[src/rtl/tdm_pkg.sv]
// Shared definitions for the time-division channel bus (receive demux and transmit mux).
package tdm_pkg;

    localparam int unsigned TDM_WIDTH = 8;
    localparam int unsigned TDM_NCH   = 4;

    typedef enum logic {
        HUNT   = 1'b0,
        LOCKED = 1'b1
    } tdm_state_t;

endpackage

[src/rtl/tdm_slot_ctr.sv]
// Modulo-NCH slot counter for the TDM demux.
// Ports:
//   clk   - rising-edge clock
//   rst   - asynchronous reset, active-high (slot -> 0)
//   load  - force slot to 1 (the slot following a sync sample); wins over en
//   en    - advance slot by one, wrapping NCH-1 -> 0
//   slot  - current slot index
module tdm_slot_ctr
    import tdm_pkg::*;
#(
    parameter int unsigned NCH = TDM_NCH
) (
    input  logic                     clk,
    input  logic                     rst,
    input  logic                     load,
    input  logic                     en,
    output logic [$clog2(NCH)-1:0]   slot
);

    localparam int unsigned SW = $clog2(NCH);

    // NCH is a power of two, so the natural SW-bit overflow is the modulo wrap.
    always_ff @(posedge clk or posedge rst) begin
        if (rst) begin
            slot <= '0;
        end else if (load) begin
            slot <= SW'(1);
        end else if (en) begin
            slot <= slot + SW'(1);
        end
    end

endmodule

[src/rtl/tdm_demux_4ch.sv]
// Receive-side TDM demultiplexer: routes each valid sample to its channel
// register and tracks frame alignment with a HUNT/LOCKED state machine.
// Ports:
//   clk, rst    - rising-edge clock, asynchronous active-high reset
//   din         - sample for the current slot
//   din_valid   - din/frame_sync qualified this cycle
//   frame_sync  - with din_valid: this sample is slot 0
//   dout        - channel registers, ch k = dout[k*WIDTH +: WIDTH]
//   dout_valid  - one-cycle pulse, bit k = ch k updated
//   frame_done  - one-cycle pulse when slot NCH-1 is written
//   locked      - high while aligned to the frame
//   sync_err    - one-cycle pulse on a framing violation
module tdm_demux_4ch
    import tdm_pkg::*;
#(
    parameter int unsigned WIDTH = TDM_WIDTH,
    parameter int unsigned NCH   = TDM_NCH
) (
    input  logic                 clk,
    input  logic                 rst,
    input  logic [WIDTH-1:0]     din,
    input  logic                 din_valid,
    input  logic                 frame_sync,
    output logic [NCH*WIDTH-1:0] dout,
    output logic [NCH-1:0]       dout_valid,
    output logic                 frame_done,
    output logic                 locked,
    output logic                 sync_err
);

    localparam int unsigned SW = $clog2(NCH);

    tdm_state_t               state_q;
    tdm_state_t               state_d;
    logic [SW-1:0]            slot;
    logic                     load_c;
    logic                     inc_c;
    logic                     wr_c;
    logic [SW-1:0]            wr_idx_c;
    logic                     frame_done_c;
    logic                     sync_err_c;
    logic [NCH-1:0][WIDTH-1:0] ch_q;

    tdm_slot_ctr #(
        .NCH (NCH)
    ) u_slot_ctr (
        .clk  (clk),
        .rst  (rst),
        .load (load_c),
        .en   (inc_c),
        .slot (slot)
    );

    // State register.
    always_ff @(posedge clk or posedge rst) begin
        if (rst) begin
            state_q <= HUNT;
        end else begin
            state_q <= state_d;
        end
    end

    // Next-state and per-beat decisions.
    always_comb begin
        state_d      = state_q;
        load_c       = 1'b0;
        inc_c        = 1'b0;
        wr_c         = 1'b0;
        wr_idx_c     = '0;
        frame_done_c = 1'b0;
        sync_err_c   = 1'b0;

        unique case (state_q)
            HUNT: begin
                if (din_valid && frame_sync) begin
                    wr_c    = 1'b1;
                    load_c  = 1'b1;
                    state_d = LOCKED;
                end
            end
            LOCKED: begin
                if (din_valid) begin
                    if (slot == '0) begin
                        if (frame_sync) begin
                            wr_c   = 1'b1;
                            load_c = 1'b1;
                        end else begin
                            // Missing sync: drop the sample and re-acquire.
                            sync_err_c = 1'b1;
                            state_d    = HUNT;
                        end
                    end else if (frame_sync) begin
                        // Early sync: realign on this sample, truncated frame never completes.
                        sync_err_c = 1'b1;
                        wr_c       = 1'b1;
                        load_c     = 1'b1;
                    end else begin
                        wr_c         = 1'b1;
                        wr_idx_c     = slot;
                        inc_c        = 1'b1;
                        frame_done_c = (slot == SW'(NCH - 1));
                    end
                end
            end
            default: state_d = HUNT;
        endcase
    end

    // Channel registers and one-cycle output pulses.
    always_ff @(posedge clk or posedge rst) begin
        if (rst) begin
            ch_q       <= '0;
            dout_valid <= '0;
            frame_done <= 1'b0;
            sync_err   <= 1'b0;
            locked     <= 1'b0;
        end else begin
            dout_valid <= '0;
            if (wr_c) begin
                ch_q[wr_idx_c] <= din;
                dout_valid     <= NCH'(1) << wr_idx_c;
            end
            frame_done <= frame_done_c;
            sync_err   <= sync_err_c;
            locked     <= (state_d == LOCKED);
        end
    end

    assign dout = ch_q;

endmodule

[config.mk]
export PLATFORM = sky130hd
export DESIGN_NAME = tdm_demux_4ch
export DESIGN_NICKNAME = d
export VERILOG_FILES = /design/src/rtl/tdm_pkg.sv /design/src/rtl/tdm_slot_ctr.sv /design/src/rtl/tdm_demux_4ch.sv
export SDC_FILE = /design/constraint.sdc
export NUM_CORES = 1
export LEC_CHECK = 0
export ABC_CLOCK_PERIOD_IN_PS = 2370
export BUFFER_PORTS_ARGS = -buffer_cell sky130_fd_sc_hd__buf_2
export CORE_MARGIN = 3
export CORE_UTILIZATION = 50
export CTS_CLUSTER_DIAMETER = 100
export DETAILED_ROUTE_END_ITERATION = 8
export GPL_ROUTABILITY_DRIVEN = 0
export PLACE_DENSITY = 0.78
export SYNTH_ARGS = -nofsm -noshare
export SYNTH_HDL_FRONTEND = slang
export SYNTH_SLANG_ARGS = --single-unit
[constraint.sdc]
create_clock -name clk -period 2.37 [get_ports clk]
set_input_delay 0.1185 -clock clk [delete_from_list [all_inputs] [get_ports clk]]
set_output_delay 0.1185 -clock clk [all_outputs]
set_load 0.03 [all_outputs]
==> metrics.md, run 1 <==
| Metric | Value |
|---|---|
| RSZ-0062 raised after global routing | no |
| Number of antenna diodes | 0 |
| CP Capture Type | flop |
| CTS HTree Levels | 2 |
| XOR/XNOR Fraction of Synth Area | 0% |
| Worst EP required | 2620 ps |
| Worst R2R End | dout[3] |
| Core Area | 0.00310 mm^2 |
| Vias | 1078 |
| Clock sink total | 41 |
| Post-synthesis cell type count | 19 |
| Avg WL per Cell | 14.8 um |
| Worst VDD drop | 0.820 mV |
| Post-DRT Antenna Nets | 0 |
| Clock Skew | 6.09 ps |
| Fin. Hold Viols | 0 |
| Synth top area share | 61.8% |
| Vias in the first global route | 1108 |
| Met1 WL | 1330 um |
| Worst Path Max Fanout | 9 |
| Worst-case clock buffer depth | 2 |
| Status | completed |
| #FFs+latches synth | 41 |
| Hold WC Path Type | in2reg |
| Final hold slack | 36.3 ps |
| Number of DRC markers in iteration 0 | 21 |
| Worst hold stages | 2 |
| Synth top area cells | dfrtp_1 62%, mux2_2 21%, nor4_4 3.8%, ha_1 3.0%, nand4bb_4 1.7% |
| Post-synth ARST share | 100% |
| Crit path cell chain | inv_2 -> ha_1 -> or2_2 -> o2111ai_2 -> mux2_2 |
| Die Wd | 63.6 um |
| Fin Setup TNS | 0 ps |
| Main combinational cell family by area after synthesis | multiplexers |
| Final net count | 184 |
| Clock transition at path regs | 120 ps |
| Max Fclk | 465 MHz |
| CTS tree | yes |
| Final Cycle Share | 90.7% |
| Die area | 0.00405 mm^2 |
| Worst-Margin Slew | 529 ps |
| Worst setup SP type | flop |
| Synth Area in Simple Gates | 7.84% |
| First-pass GRT wire length | 5420 um |
| Top-count cell post-synth | dfrtp_1 |
| Total Routing Usage GR | 17.7% |
| Port-buffer cells | 50 |
| Slowest cell delay on critical path | 500 ps |
| Clk_lat worst skew | 350 ps |
| Mux contribution to synthesized area | 21.7% |
| # setup viols final | 0 |
| Non-filler cells, final | 213 |
| Max Slew Vio Count | 0 |
| Post-Route WL | 3150 um |
| P&R area growth vs syn | 26.5% |
| Fin crit period | 2150 ps |
| Seq/Total Area, Yosys | 61.8% |
| Gr ovfl total | 0 |
| Predominant post-synthesis flop cell | dfrtp_1 |
| Residual DRC | 0 |
| Worst slew margin | 64.8% |
| Largest net degree at the start of global routing | 42 |
| Worst r2r src | u_slot_ctr.slot[0] |
| Chip Height | 63.6 um |
| Syn_nets | 121 |
| Setup Buffers After CTS | 0 |
| Placed Cells | 204 |
| Cts repair resizes | 0 |
| Post-synth top area cell | dfrtp_1 |
| Post-synth EDFFs | 0 |
| Synth Area in Adders | 3.01% |
| Initial antenna violation count | 0 |
| Worst Hold Launch | din[5] |
| Average size of a mapped cell | 15.8 um^2 |
| Fraction of layout cells with a size suffix above 1 | 62.1% |
| Vias per cell | 5.06 |
| Critical path class | reg2reg |
| Compound-cell area share of the yosys netlist | 3.47% |
| Critical path arrival | 2400 ps |
| DP HPWL | 2330 um |
| Layout Utilization | 67.7% |
| Yosys warnings | 0 |
| Post-synth top cells | 41 x dfrtp_1, 31 x mux2_2, 5 x inv_1 |
| Synth Instances | 105 |
| # IOs | 51 |
| Core Rows | 20 |
| Hold Path End | dout[29] |
| Slowest CP cell | dfrtp_1 |
| Post-Syn Area | 0.00166 mm^2 |
| DR pass1 iterations | 4 |
| R2R Setup Slk | 220 ps |
| Top sig layer | met4 |
| Inserted Clock Buffers | 5 |
| R2R depth | 5 |
| WL met2 | 1610 um |
| Initial core utilization | 53.5% |
| Power Dens Cells | 1390 mW/mm^2 |
| Root Driver | clkbuf_4 |
| Met3 wire length | 165 um |
| Leak Pwr | 1.06 nW |
| Max-capacitance violation count | 0 |
## cells by family after synthesis
| family | Yosys count |
|---|---|
| flip-flops | 41 |
| buffers and inverters | 9 |
| AND/OR/NAND/NOR | 11 |
| multiplexers | 32 |
| adder cells (fa/ha/maj) | 4 |
| AO/OA/AOI/OAI | 8 |
## how the worst max path moves through the flow
stage,start,end
floorplan,u_slot_ctr.slot[0],dout[17]
global placement,u_slot_ctr.slot[0],dout[5]
detailed placement,u_slot_ctr.slot[0],dout[3]
CTS,u_slot_ctr.slot[0],dout[1]
global route,u_slot_ctr.slot[0],dout[4]
finish,u_slot_ctr.slot[0],dout[3]
## report_power, final
| part | internal, mW | total [mW] | leakage (nW) | switching (mW) |
|---|---|---|---|---|
| Clock | 0.224 | 0.458 | 0.0456 | 0.234 |
| Combinational | 0.465 | 1.32 | 0.508 | 0.852 |
| Sequential | 0.977 | 1.13 | 0.511 | 0.156 |
| Total | 1.67 | 2.91 | 1.06 | 1.24 |
## sequential cells by signal, indices dropped and copies added, names as in the netlist
register and cells:
locked 1, dout_valid 4, sync_err 1, frame_done 1, u_slot_ctr.slot 2, dout 32
## metrics by stage
| stage | area (um^2) | setup slack, ps | total power, mW |
|---|---|---|---|
| 6_report | 2100 | 222 | 2.91 |
| 5_1_grt | 2100 | 85.2 | 3.08 |
| 4_1_cts | 2100 | 213 | 2.94 |
| 3_3_place_gp | 2010 | 318 | 2.44 |
| 3_5_place_dp | 2010 | 242 | 2.48 |
| 2_1_floorplan | 1660 | 342 | 2.07 |
## repair_timing
item                                    4_1_cts  5_1_grt
endpoints found under the hold margin        41        0
hold buffers                                  1        0
endpoints found under the setup margin        0        0
## layer usage
metal / global-route usage, % / up-vias
li1: - / 501
met1: 20.3 / 535
met2: 30.6 / 35
met3: 6.24 / 7
met4: 5.66 / 0
met5: 0 / -
## worst max-delay path: cells and delay by family (launching register included)
kind / cells / cell delay (ps)
AO/OA/AOI/OAI: 1 / 480
buffers and inverters: 1 / 110
multiplexers: 1 / 400
AND/OR/NAND/NOR: 1 / 300
adder cells (fa/ha/maj): 1 / 260
flip-flops: 1 / 500
## cells in the final DEF (no fill, tap or decap)
cell,Yosys,layout
buf_2,2,50
dfrtp_1,41,41
mux2_2,31,31
buf_4,0,7
inv_1,5,5
clkbuf_4,0,5
a21oi_1,4,4
ha_1,4,4
nor4_4,3,3
inv_2,2,2
or2_2,2,2
nand2_1,2,2
nand4bb_4,1,1
mux2_1,1,1
o2111ai_2,1,1
and4_1,1,1
a21o_1,1,1
a22o_1,1,1
a31oi_1,1,1
and3_1,1,1
nor2_1,1,1
clkinv_2,0,1
inv_6,0,1
bufinv_16,0,1
dlygate4sd3_1,0,1
## cell type report
cell class,count,area (um^2)
inverters,7,26.3
well taps,44,55.1
clock buffers,5,37.5
fillers,254,1000
flip-flops and latches,41,1030
clock inverters,3,43.8
repair buffers,58,313
multi-input cells,55,598
Power figures use the tool's default switching activity.
==> run 2, diff against run 1 <==
BUFFER_PORTS_ARGS = -buffer_cell sky130_fd_sc_hd__clkbuf_2   (was -buffer_cell sky130_fd_sc_hd__buf_2)
==> run 2 against run 1 <==
Net effect:
- core utilization down 0.97 points
- setup slack got worse by 14 ps
- non-clock buffer count fell by 1
- global-route usage up 0.26 points
- sequential cell count stayed put
- design area fell by 1.4%
- cell count is 0.94% lower
- critical path type unchanged
- critical endpoint unchanged
- highest routed layer unchanged
==> metrics.md, run 2 (synthesized netlist as in run 1, its figures left out) <==
| Metric | Value |
|---|---|
| Status | completed |
| Placed Cells | 203 |
| Clock Skew | 6.11 ps |
| Clock sink total | 41 |
| Clock transition at path regs | 120 ps |
| Worst Path Max Fanout | 9 |
| Number of antenna diodes | 0 |
| Fraction of layout cells with a size suffix above 1 | 61.7% |
| Power Dens Cells | 1360 mW/mm^2 |
| Worst-Margin Slew | 535 ps |
| First-pass GRT wire length | 5390 um |
| Commonest non-fill, non-tap cell in the layout | clkbuf_2 |
| Vias | 1061 |
| FF/Latch Area | 0.00103 mm^2 |
| Largest net degree at the start of global routing | 42 |
| Vias in the first global route | 1127 |
| DR pass1 iterations | 4 |
| Combined area of the multi-input logic cells | 598 um^2 |
| Hold WC Path Type | in2reg |
| # setup viols final | 0 |
| Post-Route WL | 3220 um |
| Max Slew Vio Count | 0 |
| Max-capacitance violation count | 0 |
| Leak Pwr | 1.04 nW |
| Fin. Hold Viols | 0 |
| Placed cell area | 0.00200 mm^2 |
| Die Wd | 63.6 um |
| Critical path arrival | 2400 ps |
| Worst slew margin | 64.3% |
| Initial antenna violation count | 0 |
| Inserted Clock Buffers | 5 |
| CTS tree | yes |
| Total Routing Usage GR | 18.0% |
| Final net count | 183 |
| Die area | 0.00405 mm^2 |
| Total power | 2.81 mW |
| DP HPWL | 2440 um |
| Largest register FFs | 32 |
| P&R area growth vs syn | 24.6% |
| Worst-case clock buffer depth | 2 |
| Fin Setup TNS | 0 ps |
| Final Cycle Share | 91.3% |
| Max Fclk | 462 MHz |
| # fillers | 270 |
| Post-DRT Antenna Nets | 0 |
| Chip Height | 63.6 um |
| Worst EP required | 2610 ps |
| Critical path class | reg2reg |
| CTS HTree Levels | 2 |
| Root Driver | clkbuf_4 |
| Fin crit period | 2160 ps |
| Residual DRC | 0 |
| Core Area | 0.00310 mm^2 |
| Initial core utilization | 53.5% |
| Vias per cell | 5.03 |
| Worst setup SP type | flop |
| Core Rows | 20 |
| CP Capture Type | flop |
| # IOs | 51 |
| Final Cell Area | 0.00207 mm^2 |
| RSZ-0062 raised after global routing | no |
| Non-filler cells, final | 211 |
| Port-buffer cells | 50 |
| Number of DRC markers in iteration 0 | 61 |
| Worst VDD drop | 0.790 mV |
| Clk_lat worst skew | 350 ps |
| Layout Utilization | 66.7% |
| Avg WL per Cell | 15.3 um |
| Setup Buffers After CTS | 0 |
| Gr ovfl total | 0 |
| Most frequent cells in the layout | 50 x clkbuf_2, 41 x dfrtp_1, 31 x mux2_2 |
## run 2: changes by cell type in the layout (fill, tap and decap cells not counted), sizes merged
| cell | previous run | this run |
|---|---|---|
| clkinvlp | 0 | 1 |
| clkinv | 1 | 0 |
| clkbuf | 5 | 56 |
| bufinv | 1 | 0 |
| inv | 8 | 7 |
| buf | 57 | 6 |
## run 2: worst paths after layout
check	endpoint	slack, ps	start	cells past startpoint
worst max-delay path	dout[3]	210	u_slot_ctr.slot[0]	5
worst min-delay path	dout[5]	30	din[5]	2
worst max register to register	dout[3]	210	u_slot_ctr.slot[0]	5
worst min register to register	dout[16]	510	dout[16]	1
max in group asynchronous	dout[8]	1580	rst	4
min in group asynchronous	dout[17]	450	rst	4
## run 2: critical path: stages (launching register included)
cell       delay, ps
dfrtp_1          510
inv_2            110
ha_1             260
or2_2            300
o2111ai_2        480
mux2_2           400
## run 2: cell type report
type	count	share of cell area (%)
multi-input combinational	55	28.9
timing repair buffer	57	14.8
inverter	7	1.27
clock buffer	6	2.48
tap	44	2.66
clock inverter	1	0.363
sequential	41	49.6
## run 2: metrics by stage
step	setup slack, ps	hold slack (ps)
2_1_floorplan	342	253
3_3_place_gp	314	236
3_5_place_dp	212	269
4_1_cts	204	27.8
5_1_grt	118	6.35
6_report	207	31.9
## run 2: where the power goes
group          switching (mW)  internal [mW]
clock network           0.218          0.139
registers               0.174          0.978
logic                   0.852          0.452
## run 2: routing by layer
metal	part of all wire, %	vias to the layer above	global-route usage, %
met5	0	-	0
met4	1.6	0	7.01
met3	5.7	6	7.49
met2	54	38	31.3
met1	39	524	19.1
li1	-	493	-
## run 2: repair_timing
item,in CTS,in global routing
hold buffers,1,0
hold endpoints to repair,41,0
setup endpoints to repair,0,0
resized for setup,0,0
==> run 3, diff against run 2 <==
--- a/config.mk
+++ b/config.mk
@@ -14,4 +14,5 @@
 export GPL_ROUTABILITY_DRIVEN = 0
 export PLACE_DENSITY = 0.78
+export SKIP_CTS_REPAIR_TIMING = 1
 export SYNTH_ARGS = -nofsm -noshare
 export SYNTH_HDL_FRONTEND = slang
==> constraint.sdc (replaced) <==
create_clock -name clk -period 2.37 [get_ports clk]
set_input_delay 0 -clock clk [delete_from_list [all_inputs] [get_ports clk]]
set_output_delay 0 -clock clk [all_outputs]
set_load 0.03 [all_outputs]
==> run 3 against run 2 <==
Net effect:
- via count increased by 5.1%
- clock power decreased by 5%
- sequential cell count unchanged
- sequential share of layout area decreased by 1.8 points
- design area rose by 3.7%
- critical path type unchanged
- die area is the same
- clock skew is 2.1 ps lower
- cell count up 4.3%
- combinational power about the same
- first-iteration DRC count fell by 28%
- the flow now finishes with violations (negative hold slack)
- critical path depth unchanged
- critical endpoint is now dout[7]
- total power decreased by 0.30%
==> metrics.md, run 3 (synthesized netlist as in run 1, its figures left out) <==
| Metric | Value |
|---|---|
| Status | finished with violations |
| Failing checks | negative hold slack |
| DP HPWL | 2440 um |
| Total Routing Usage GR | 17.6% |
| # setup viols final | 0 |
| DR pass1 iterations | 4 |
| Most frequent cells in the layout | 50 x clkbuf_2, 41 x dfrtp_1, 31 x mux2_2 |
| R2R depth | 5 |
| Largest net degree at the start of global routing | 25 |
| R2R Setup Slk | 240 ps |
| Commonest non-fill, non-tap cell in the layout | clkbuf_2 |
| Residual DRC | 0 |
| Final hold slack | -7.05 ps |
| Gr ovfl total | 0 |
| Non-filler cells, final | 220 |
| Worst r2r src | u_slot_ctr.slot[0] |
| Avg WL per Cell | 15.1 um |
| Hold Path End | locked |
| # IOs | 51 |
| Critical path arrival | 2380 ps |
| Worst setup margin | 236 ps |
| Final net count | 191 |
| Number of antenna diodes | 0 |
| Initial core utilization | 53.5% |
| Worst VDD drop | 0.780 mV |
| Power Dens Cells | 1310 mW/mm^2 |
| # fillers | 239 |
| Leak Pwr | 1.07 nW |
| Core Rows | 20 |
| Port-buffer cells | 50 |
| Top sig layer | met4 |
| Critical path class | reg2reg |
| Vias in the first global route | 1152 |
| Vias | 1115 |
| P&R area growth vs syn | 29.2% |
| Worst setup SP type | flop |
| Chip Height | 63.6 um |
| Fin crit period | 2130 ps |
| Max-capacitance violation count | 0 |
| Worst slew margin | 56.3% |
| Delay-heaviest family, CP | flip-flops |
| Largest register FFs | 32 |
| Worst Hold Launch | frame_sync |
| Root Driver | clkbuf_4 |
| Vias per cell | 5.07 |
| Post-Route WL | 3320 um |
| Post-DRT Antenna Nets | 0 |
| Slowest cell delay on critical path | 500 ps |
| Clock Skew | 3.96 ps |
| Clock sink total | 41 |
| Final Cycle Share | 90.0% |
| Fraction of layout cells with a size suffix above 1 | 59.1% |
| RSZ-0062 raised after global routing | no |
| Slowest CP cell | dfrtp_1 |
| Fin. Hold Viols | 1 |
| Sum of buffers and inverters on the critical path | 1 |
| WL met2 | 1780 um |
| Initial antenna violation count | 0 |
| Met3 wire length | 190 um |
| Placed Cells | 203 |
| CTS tree | yes |
| Max Fclk | 469 MHz |
| First-pass GRT wire length | 5390 um |
| DP Worst Slack | 238 ps |
| Inserted Clock Buffers | 5 |
| Core Area | 0.00310 mm^2 |
| Worst hold stages | 3 |
| Worst Path Max Fanout | 9 |
| Worst R2R End | dout[7] |
| Worst EP required | 2610 ps |
| Worst-case clock buffer depth | 2 |
| Worst-Margin Slew | 655 ps |
| Crit path cell chain | inv_2 -> ha_1 -> or2_2 -> o2111ai_2 -> mux2_2 |
| Total power | 2.81 mW |
| Fin Setup TNS | 0 ps |
| Clock transition at path regs | 120 ps |
| Max Slew Vio Count | 0 |
| Die area | 0.00405 mm^2 |
| Hold WC Path Type | in2reg |
| Clk_lat worst skew | 340 ps |
| Die Wd | 63.6 um |
| Number of DRC markers in iteration 0 | 44 |
| CP Capture Type | flop |
| Met1 WL | 1290 um |
| CTS HTree Levels | 2 |
## run 3: changes by cell type in the layout (fill, tap and decap cells not counted)
| cell | delta |
|---|---|
| dlygate4sd3_1 | +8 |
| clkbuf_8 | -1 |
| clkinv_2 | +2 |
## run 3: how the worst max path moves through the flow
| stage | cells past startpoint | slack, ps | to | startpoint |
|---|---|---|---|---|
| 2_1_floorplan | 5 | 340 | dout[17] | u_slot_ctr.slot[0] |
| 3_3_place_gp | 5 | 310 | dout[6] | u_slot_ctr.slot[0] |
| 3_5_place_dp | 5 | 240 | dout[4] | u_slot_ctr.slot[0] |
| 4_1_cts | 5 | 220 | dout[1] | u_slot_ctr.slot[0] |
| 5_1_grt | 5 | 130 | dout[4] | u_slot_ctr.slot[0] |
| 6_report | 5 | 240 | dout[7] | u_slot_ctr.slot[0] |
## run 3: per-layer routing
layer	track usage (%)	vias up
met1	19.4	558
met4	7.82	0
met3	5.70	6
li1	-	514
met5	0	-
met2	30.8	37
## run 3: metrics by stage
stage / area (um^2) / utilization, %
final: 2150 / 69.2
after global placement: 2000 / 64.5
after detailed placement: 2000 / 64.5
after floorplan: 1660 / -
after global routing: 2150 / 69.2
after CTS: 2060 / 66.3
## run 3: final cells by class
type / instances / area [um^2] / share of cell area (%)
tap: 44 / 55.1 / 2.57
clock inverter: 3 / 17.5 / 0.816
timing repair buffer: 65 / 385 / 18.0
multi-input combinational: 55 / 598 / 27.9
inverter: 7 / 26.3 / 1.22
sequential: 41 / 1030 / 47.8
clock buffer: 5 / 37.5 / 1.75
## run 3: where the power goes
group	total (mW)	switching (mW)	internal, mW
clock network	0.337	0.225	0.112
logic	1.31	0.851	0.461
registers	1.16	0.177	0.978
total	2.81	1.25	1.55
## run 3: worst reg2reg max path, cell delays in order, from the launching register on
cell	delay (ps)
dfrtp_1	500
inv_2	120
ha_1	260
or2_2	290
o2111ai_2	470
mux2_2	400
